File: src/rtl/crc32_fcs_ctrl.sv
// Frame sequencer for the byte-wide CRC-32 engine: passes payload through, zero-pads
// short frames, appends the 4 FCS bytes and holds off the next frame for the gap.
module crc32_fcs_ctrl #(
  parameter int DATA_W     = 8,
  parameter int MIN_LEN    = 60,
  parameter int IFG_CYCLES = 12
) (
  input  logic              clk,
  input  logic              reset,
  input  logic [DATA_W-1:0] s_data,
  input  logic              s_valid,
  input  logic              s_last,
  output logic              s_ready,
  output logic [DATA_W-1:0] m_data,
  output logic              m_valid,
  output logic              m_last,
  input  logic              m_ready,
  output logic              crc_init,
  output logic              crc_calc,
  output logic              crc_d_valid,
  output logic [DATA_W-1:0] crc_d,
  input  logic [DATA_W-1:0] crc_byte,
  output logic              frame_done,
  output logic [15:0]       frame_len
);

  typedef enum logic [2:0] {IDLE, DATA, PAD, FCS, GAP} state_t;

  localparam logic [16:0] MIN_LEN_W = 17'(MIN_LEN);
  localparam logic [15:0] IFG_LAST  = 16'(IFG_CYCLES - 1);

  state_t      state, state_nxt;
  logic [15:0] cnt, cnt_nxt;
  logic [1:0]  fcs_idx, fcs_idx_nxt;
  logic [15:0] gap_cnt, gap_cnt_nxt;
  logic        frame_done_nxt;
  logic [15:0] frame_len_nxt;
  logic        reaches_min;

  function automatic logic [15:0] sat_inc(input logic [15:0] v);
    return (v == 16'hFFFF) ? v : v + 16'd1;
  endfunction

  function automatic logic [15:0] sat_add4(input logic [15:0] v);
    logic [16:0] s;
    s = {1'b0, v} + 17'd4;
    return s[16] ? 16'hFFFF : s[15:0];
  endfunction

  // Compared unsaturated so a saturated counter can never fall back under MIN_LEN.
  assign reaches_min = ({1'b0, cnt} + 17'd1) >= MIN_LEN_W;

  always_comb begin
    state_nxt      = state;
    cnt_nxt        = cnt;
    fcs_idx_nxt    = fcs_idx;
    gap_cnt_nxt    = gap_cnt;
    frame_done_nxt = 1'b0;
    frame_len_nxt  = frame_len;
    s_ready        = 1'b0;
    m_valid        = 1'b0;
    m_data         = '0;
    m_last         = 1'b0;
    crc_init       = 1'b0;
    crc_calc       = 1'b0;
    crc_d_valid    = 1'b0;
    crc_d          = '0;
    case (state)
      IDLE: begin
        crc_init = 1'b1;
        if (s_valid) state_nxt = DATA;
      end
      DATA: begin
        m_data  = s_data;
        m_valid = s_valid;
        s_ready = m_ready;
        crc_d   = s_data;
        if (s_valid && m_ready) begin
          crc_d_valid = 1'b1;
          crc_calc    = 1'b1;
          cnt_nxt     = sat_inc(cnt);
          if (s_last) state_nxt = reaches_min ? FCS : PAD;
        end
      end
      PAD: begin
        m_valid = 1'b1;
        if (m_ready) begin
          crc_d_valid = 1'b1;
          crc_calc    = 1'b1;
          cnt_nxt     = sat_inc(cnt);
          if (reaches_min) state_nxt = FCS;
        end
      end
      FCS: begin
        // Engine already holds the final CRC, so its MS byte is valid on the first FCS cycle.
        m_data  = crc_byte;
        m_valid = 1'b1;
        m_last  = (fcs_idx == 2'd3);
        if (m_ready) begin
          crc_d_valid = 1'b1;
          fcs_idx_nxt = fcs_idx + 2'd1;
          if (fcs_idx == 2'd3) begin
            frame_done_nxt = 1'b1;
            frame_len_nxt  = sat_add4(cnt);
            cnt_nxt        = '0;
            fcs_idx_nxt    = '0;
            gap_cnt_nxt    = '0;
            state_nxt      = (IFG_CYCLES == 0) ? IDLE : GAP;
          end
        end
      end
      GAP: begin
        crc_init = 1'b1;
        if (gap_cnt == IFG_LAST) begin
          gap_cnt_nxt = '0;
          state_nxt   = IDLE;
        end else begin
          gap_cnt_nxt = gap_cnt + 16'd1;
        end
      end
      default: state_nxt = IDLE;
    endcase
    // While reset is held the frame is already dead: present idle handshakes immediately.
    if (reset) begin
      s_ready     = 1'b0;
      m_valid     = 1'b0;
      m_last      = 1'b0;
      crc_init    = 1'b1;
      crc_calc    = 1'b0;
      crc_d_valid = 1'b0;
    end
  end

  always_ff @(posedge clk) begin
    if (reset) begin
      state      <= IDLE;
      cnt        <= '0;
      fcs_idx    <= '0;
      gap_cnt    <= '0;
      frame_done <= 1'b0;
      frame_len  <= '0;
    end else begin
      state      <= state_nxt;
      cnt        <= cnt_nxt;
      fcs_idx    <= fcs_idx_nxt;
      gap_cnt    <= gap_cnt_nxt;
      frame_done <= frame_done_nxt;
      frame_len  <= frame_len_nxt;
    end
  end

endmodule
File: config.mk
export PLATFORM = sky130hd
export DESIGN_NAME = crc32_fcs_ctrl
export DESIGN_NICKNAME = d
export VERILOG_FILES = /design/src/rtl/crc32_fcs_ctrl.sv
export SDC_FILE = /design/constraint.sdc
export NUM_CORES = 1
export LEC_CHECK = 0
export CAP_MARGIN = 5
export CELL_PAD_IN_SITES_DETAIL_PLACEMENT = 1
export CELL_PAD_IN_SITES_GLOBAL_PLACEMENT = 1
export CORE_MARGIN = 8
export CORE_UTILIZATION = 30
export CTS_BUF_LIST = sky130_fd_sc_hd__clkbuf_16
export DETAILED_ROUTE_END_ITERATION = 6
export PLACE_DENSITY = 0.61
export SYNTH_ARGS = -nofsm -noshare
export SYNTH_HDL_FRONTEND = slang
export SYNTH_SLANG_ARGS = --single-unit
File: constraint.sdc
create_clock -name clk -period 2.22 [get_ports clk]
set_clock_uncertainty 0.05 [all_clocks]
set_input_delay 0.666 -clock clk [delete_from_list [all_inputs] [get_ports clk]]
set_output_delay 0.666 -clock clk [all_outputs]
set_load 0.1 [all_outputs]
==> report_table.html <==
<table>
<tr><th>Metric</th><th>Value</th></tr>
<tr><th colspan="2">Worst setup path</th></tr>
<tr><td>Longest individual stage delay on the worst path</td><td>between 0.2 and 0.3 ns</td></tr>
<tr><td>Worst endpoint data arrival time</td><td>~1.5 ns</td></tr>
<tr><td>Start-to-end type of the worst setup path</td><td>input port to output pin</td></tr>
<tr><td>Number of buffers and inverters on the critical path</td><td>2</td></tr>
<tr><td>Endpoint required time on the critical path</td><td>roughly 1.5 ns</td></tr>
<tr><td>Critical Path Sink Type</td><td>output pin</td></tr>
<tr><td>Highest net fanout along the worst path</td><td>4</td></tr>
<tr><td>Critical path's slowest cell</td><td>sky130_fd_sc_hd__and3b_2</td></tr>
<tr><td>CP cell instances</td><td>clkdlybuf4s15_2 &gt; and3b_2 &gt; a21oi_4 &gt; nor2_4 &gt; buf_12</td></tr>
<tr><td>Startpoint types</td><td>input port</td></tr>
<tr><td>Top cell family by delay on the critical path</td><td>buffers and inverters</td></tr>
<tr><th colspan="2">Yosys</th></tr>
<tr><td>Synthesized-area fraction occupied by and/or/nand/nor cells</td><td>0.3131</td></tr>
<tr><td>Post-synth design cell area</td><td>~3200 um2</td></tr>
<tr><td>Combinational family with the most area after synthesis</td><td>simple AND/OR/NAND/NOR gates</td></tr>
<tr><td>Proportion of synthesized area in mux cells</td><td>0.006696</td></tr>
<tr><td>Syn_area_per_cell</td><td>7.982 um2</td></tr>
<tr><td>Commonest register cell after synthesis</td><td>sky130_fd_sc_hd__dfxtp_1</td></tr>
<tr><td>Number of synthesized flops with an enable pin</td><td>0</td></tr>
<tr><td>Net count after synthesis</td><td>between 400 and 500</td></tr>
<tr><td>Post-synthesis compound-gate area fraction</td><td>0.1875</td></tr>
<tr><td>Cell taking the most area after synthesis</td><td>sky130_fd_sc_hd__dfxtp_1</td></tr>
<tr><td>Share of the synthesized area in the top cell type</td><td>0.3403</td></tr>
<tr><td>Asr flop ratio synth</td><td>0</td></tr>
<tr><td>Library cells used by synthesis</td><td>61</td></tr>
<tr><td>Adder and majority gate portion of the synthesized area</td><td>0.01969</td></tr>
<tr><td>Register area share after synthesis</td><td>0.3403</td></tr>
<tr><td>Syn. warnings</td><td>0</td></tr>
<tr><td>Top area cells in the synthesized netlist</td><td>sky130_fd_sc_hd__dfxtp_1 34%, sky130_fd_sc_hd__nor2_1 6.0%, sky130_fd_sc_hd__xnor2_1 5.8%, sky130_fd_sc_hd__a211oi_1 3.5%, sky130_fd_sc_hd__a21oi_1 3.5%</td></tr>
<tr><td>Xor-xnor portion of the synthesized cell area</td><td>0.08271</td></tr>
<tr><td>Post-synthesis cell count</td><td>~400</td></tr>
<tr><td>Number of register bits inferred by synthesis</td><td>between 50 and 60</td></tr>
<tr><th colspan="2">Timing</th></tr>
<tr><td>Final Hold Viols</td><td>0</td></tr>
<tr><td>Max-slew violation count</td><td>0</td></tr>
<tr><td>Number of setup violations in the final report</td><td>0</td></tr>
<tr><td>Final critical-path required period</td><td>about 2.2 ns</td></tr>
<tr><td>Final-layout worst hold slack</td><td>approximately 0.43 ns</td></tr>
<tr><td>Tcrit/Tclk final</td><td>0.9965</td></tr>
<tr><td>Achievable clock frequency</td><td>about 450 MHz</td></tr>
<tr><td>Worst-Margin Slew</td><td>0.5552 ns</td></tr>
<tr><td>Unrepaired setup endpoints after global routing</td><td>true</td></tr>
<tr><td>Slew HR</td><td>0.6265</td></tr>
<tr><th colspan="2">Die</th></tr>
<tr><td>Die Ht</td><td>between 100 and 150 um</td></tr>
<tr><td>Cell Rows</td><td>37</td></tr>
<tr><td>DIE AREA</td><td>about 14,000 um2</td></tr>
<tr><td>Effective utilization at floorplan</td><td>0.3077</td></tr>
<tr><td>Area of the placeable core</td><td>about 10,000 um2</td></tr>
<tr><td>Count of boundary I/O pins</td><td>60</td></tr>
<tr><td>Chip width</td><td>around 120 um</td></tr>
<tr><th colspan="2">Worst hold path</th></tr>
<tr><td>Worst min path class</td><td>register to register</td></tr>
<tr><th colspan="2">Layout</th></tr>
<tr><td>Final Util</td><td>0.4917</td></tr>
<tr><td>N_diodes</td><td>0</td></tr>
<tr><td>NumNets Final</td><td>approximately 530</td></tr>
<tr><td>Most used cells in the layout excluding fill and tap cells</td><td>65 x sky130_fd_sc_hd__buf_4, 51 x sky130_fd_sc_hd__dfxtp_1, 49 x sky130_fd_sc_hd__nor2_1</td></tr>
<tr><td>Post-Layout Cell Count</td><td>about 640</td></tr>
<tr><td>Most common cell after layout, fill and taps aside</td><td>sky130_fd_sc_hd__buf_4</td></tr>
<tr><td>Layout cell share with drive strength beyond 1</td><td>0.3307</td></tr>
<tr><td>Signed area change from the synthesized netlist to the final layout</td><td>59.79%</td></tr>
<tr><th colspan="2">Pwr</th></tr>
<tr><td>Pwr dens</td><td>approximately 420 nW/um2</td></tr>
<tr><td>Highest ir drop seen on vdd</td><td>around 0.27 mV</td></tr>
<tr><td>Leak Pwr</td><td>about 0.0019 uW</td></tr>
<tr><th colspan="2">Global routing</th></tr>
<tr><td>First-pass GRT wire length</td><td>18,400 um</td></tr>
<tr><td>Pin count of the biggest net entering global routing</td><td>37</td></tr>
<tr><td>Via count of the first global-routing pass</td><td>3,481</td></tr>
<tr><td>Initial antenna violation count</td><td>0</td></tr>
<tr><td>Overflow left after global routing</td><td>0</td></tr>
<tr><td>GRT Util Overall</td><td>0.1570</td></tr>
<tr><th colspan="2">Routing</th></tr>
<tr><td>Vias per inst</td><td>~5.2</td></tr>
<tr><td>Overall via count from detail_route</td><td>~3,400</td></tr>
<tr><td>Detailed Route Iter0 Violations</td><td>105</td></tr>
<tr><td>DRC violation count after routing</td><td>0</td></tr>
<tr><td>Antenna-violating nets left</td><td>0</td></tr>
<tr><td>Drt first pass iters</td><td>4</td></tr>
<tr><td>Routed wire length</td><td>approximately 11,000 um</td></tr>
<tr><td>Routed WL per cell</td><td>between 15 and 20 um</td></tr>
<tr><th colspan="2">CTS</th></tr>
<tr><td>Clock-pin slew on the worst setup and hold paths</td><td>approximately 0.07 ns</td></tr>
<tr><td>CTS tree</td><td>built</td></tr>
<tr><td>CTS buffer count</td><td>5</td></tr>
<tr><td>Clk root buf</td><td>sky130_fd_sc_hd__clkbuf_16</td></tr>
<tr><td>Clock insertion delay at the later pin of the skew report</td><td>roughly 0.29 ns</td></tr>
<tr><td>CTS H-tree lvls</td><td>2</td></tr>
<tr><td>Total number of clock tree sinks</td><td>54</td></tr>
<tr><td>Max Root-Sink Buffers</td><td>2</td></tr>
<tr><th colspan="2">Run</th></tr>
<tr><td>Reported max-cap violation count</td><td>0</td></tr>
<tr><th colspan="2">Status</th></tr>
<tr><td>Status</td><td>completed</td></tr>
<tr><th colspan="2">Place</th></tr>
<tr><td>HPWL after DPL</td><td>approximately 8400 um</td></tr>
<tr><td>Cells after DPL</td><td>roughly 620</td></tr>
<tr><td>Buffers on Ports</td><td>a little under 60</td></tr>
<tr><td>Routability Congestion</td><td>approximately 0.83</td></tr>
</table>
-- logic make-up (layout without fill, tap and decap cells) --
group | after synthesis | count (layout)
AO/OA/AOI/OAI | 88 | 88
XOR/XNOR | 30 | 30
adder cells (fa/ha/maj) | 5 | 5
buffers and inverters | 36 | 146
flip-flops | 54 | 54
multiplexers | 2 | 2
AND/OR/NAND/NOR | 183 | 183
-- power by group --
group	internal (uW)	leakage (uW)	switching [uW]
clock network	415	0.0000750	361
registers	968	0.000437	3.96
logic	161	0.00138	224
total	1540	0.00189	589
-- sequential cells by signal (all words and copies together) (netlist names) --
signal and flops:
cnt 16, fcs_idx 2, frame_done 1, frame_len 16, gap_cnt 16, state 3
-- through the flow --
stage           TNS, ns  worst slack, ns  power (uW)  instance area (um2)
2_1_floorplan   -0.8597          -0.6052        1202                 3317
3_3_place_gp     -6.735          -0.3096        1364                 4788
3_5_place_dp     -8.904          -0.3316        1369                 4788
4_1_cts               0         0.009414        2160                 5019
5_1_grt        -0.04724         -0.02287        2218                 5076
6_report              0         0.007693        2134                 5076
-- worst min-delay path: stages, from the launching register on --
cell                      delay [ns]
sky130_fd_sc_hd__dfxtp_1        0.32
sky130_fd_sc_hd__nand2_1        0.06
sky130_fd_sc_hd__a21oi_1        0.06
-- synth_stat cells (all sizes together), types with 5 or more instances --
| cell type | n |
|---|---|
| inv | 7 |
| nand3 | 15 |
| and2 | 13 |
| nor2 | 51 |
| nor3b | 5 |
| buf | 13 |
| nand4 | 12 |
| o21ai | 14 |
| nand2 | 28 |
| xnor2 | 21 |
| nor4 | 10 |
| ha | 5 |
| a21o | 8 |
| a21oi | 23 |
| dfxtp | 54 |
| nor3 | 12 |
| and3 | 10 |
| a211oi | 15 |
| clkbuf | 16 |
| xor2 | 9 |
-- layer usage --
layer	GRT usage	wire (um)
met3	0.02126	250
met4	0.03162	102
met2	0.3027	6001
met5	0	0
met1	0.1791	4801
-- final timing paths --
path,from,endpoint,slack [ns],cells after the start
min,fcs_idx[1],fcs_idx[1],0.43,2
min reg2reg,fcs_idx[1],fcs_idx[1],0.43,2
max reg2reg,cnt[1],cnt[9],0.09,7
max,s_valid,crc_calc,0.008,5
-- area by class of cell --
cell class	count	area [um2]
well taps	136	170.2
fillers	1178	5248
clock inverters	3	17.52
flip-flops and latches	54	1092
inverters	7	28.78
multi-input cells	308	2101
clock buffers	5	125.1
repair buffers	131	1541
-- what timing repair did --
| action | in CTS | in global routing |
|---|---|---|
| pin swaps | 8 | 7 |
| gates resized for setup | 31 | 10 |
| endpoints found under the hold margin | 0 | 0 |
| buffers inserted | 10 | 4 |
| hold buffers | 0 | 0 |
| setup endpoints to repair | 22 | 19 |
(Power assumes the default switching activity.)
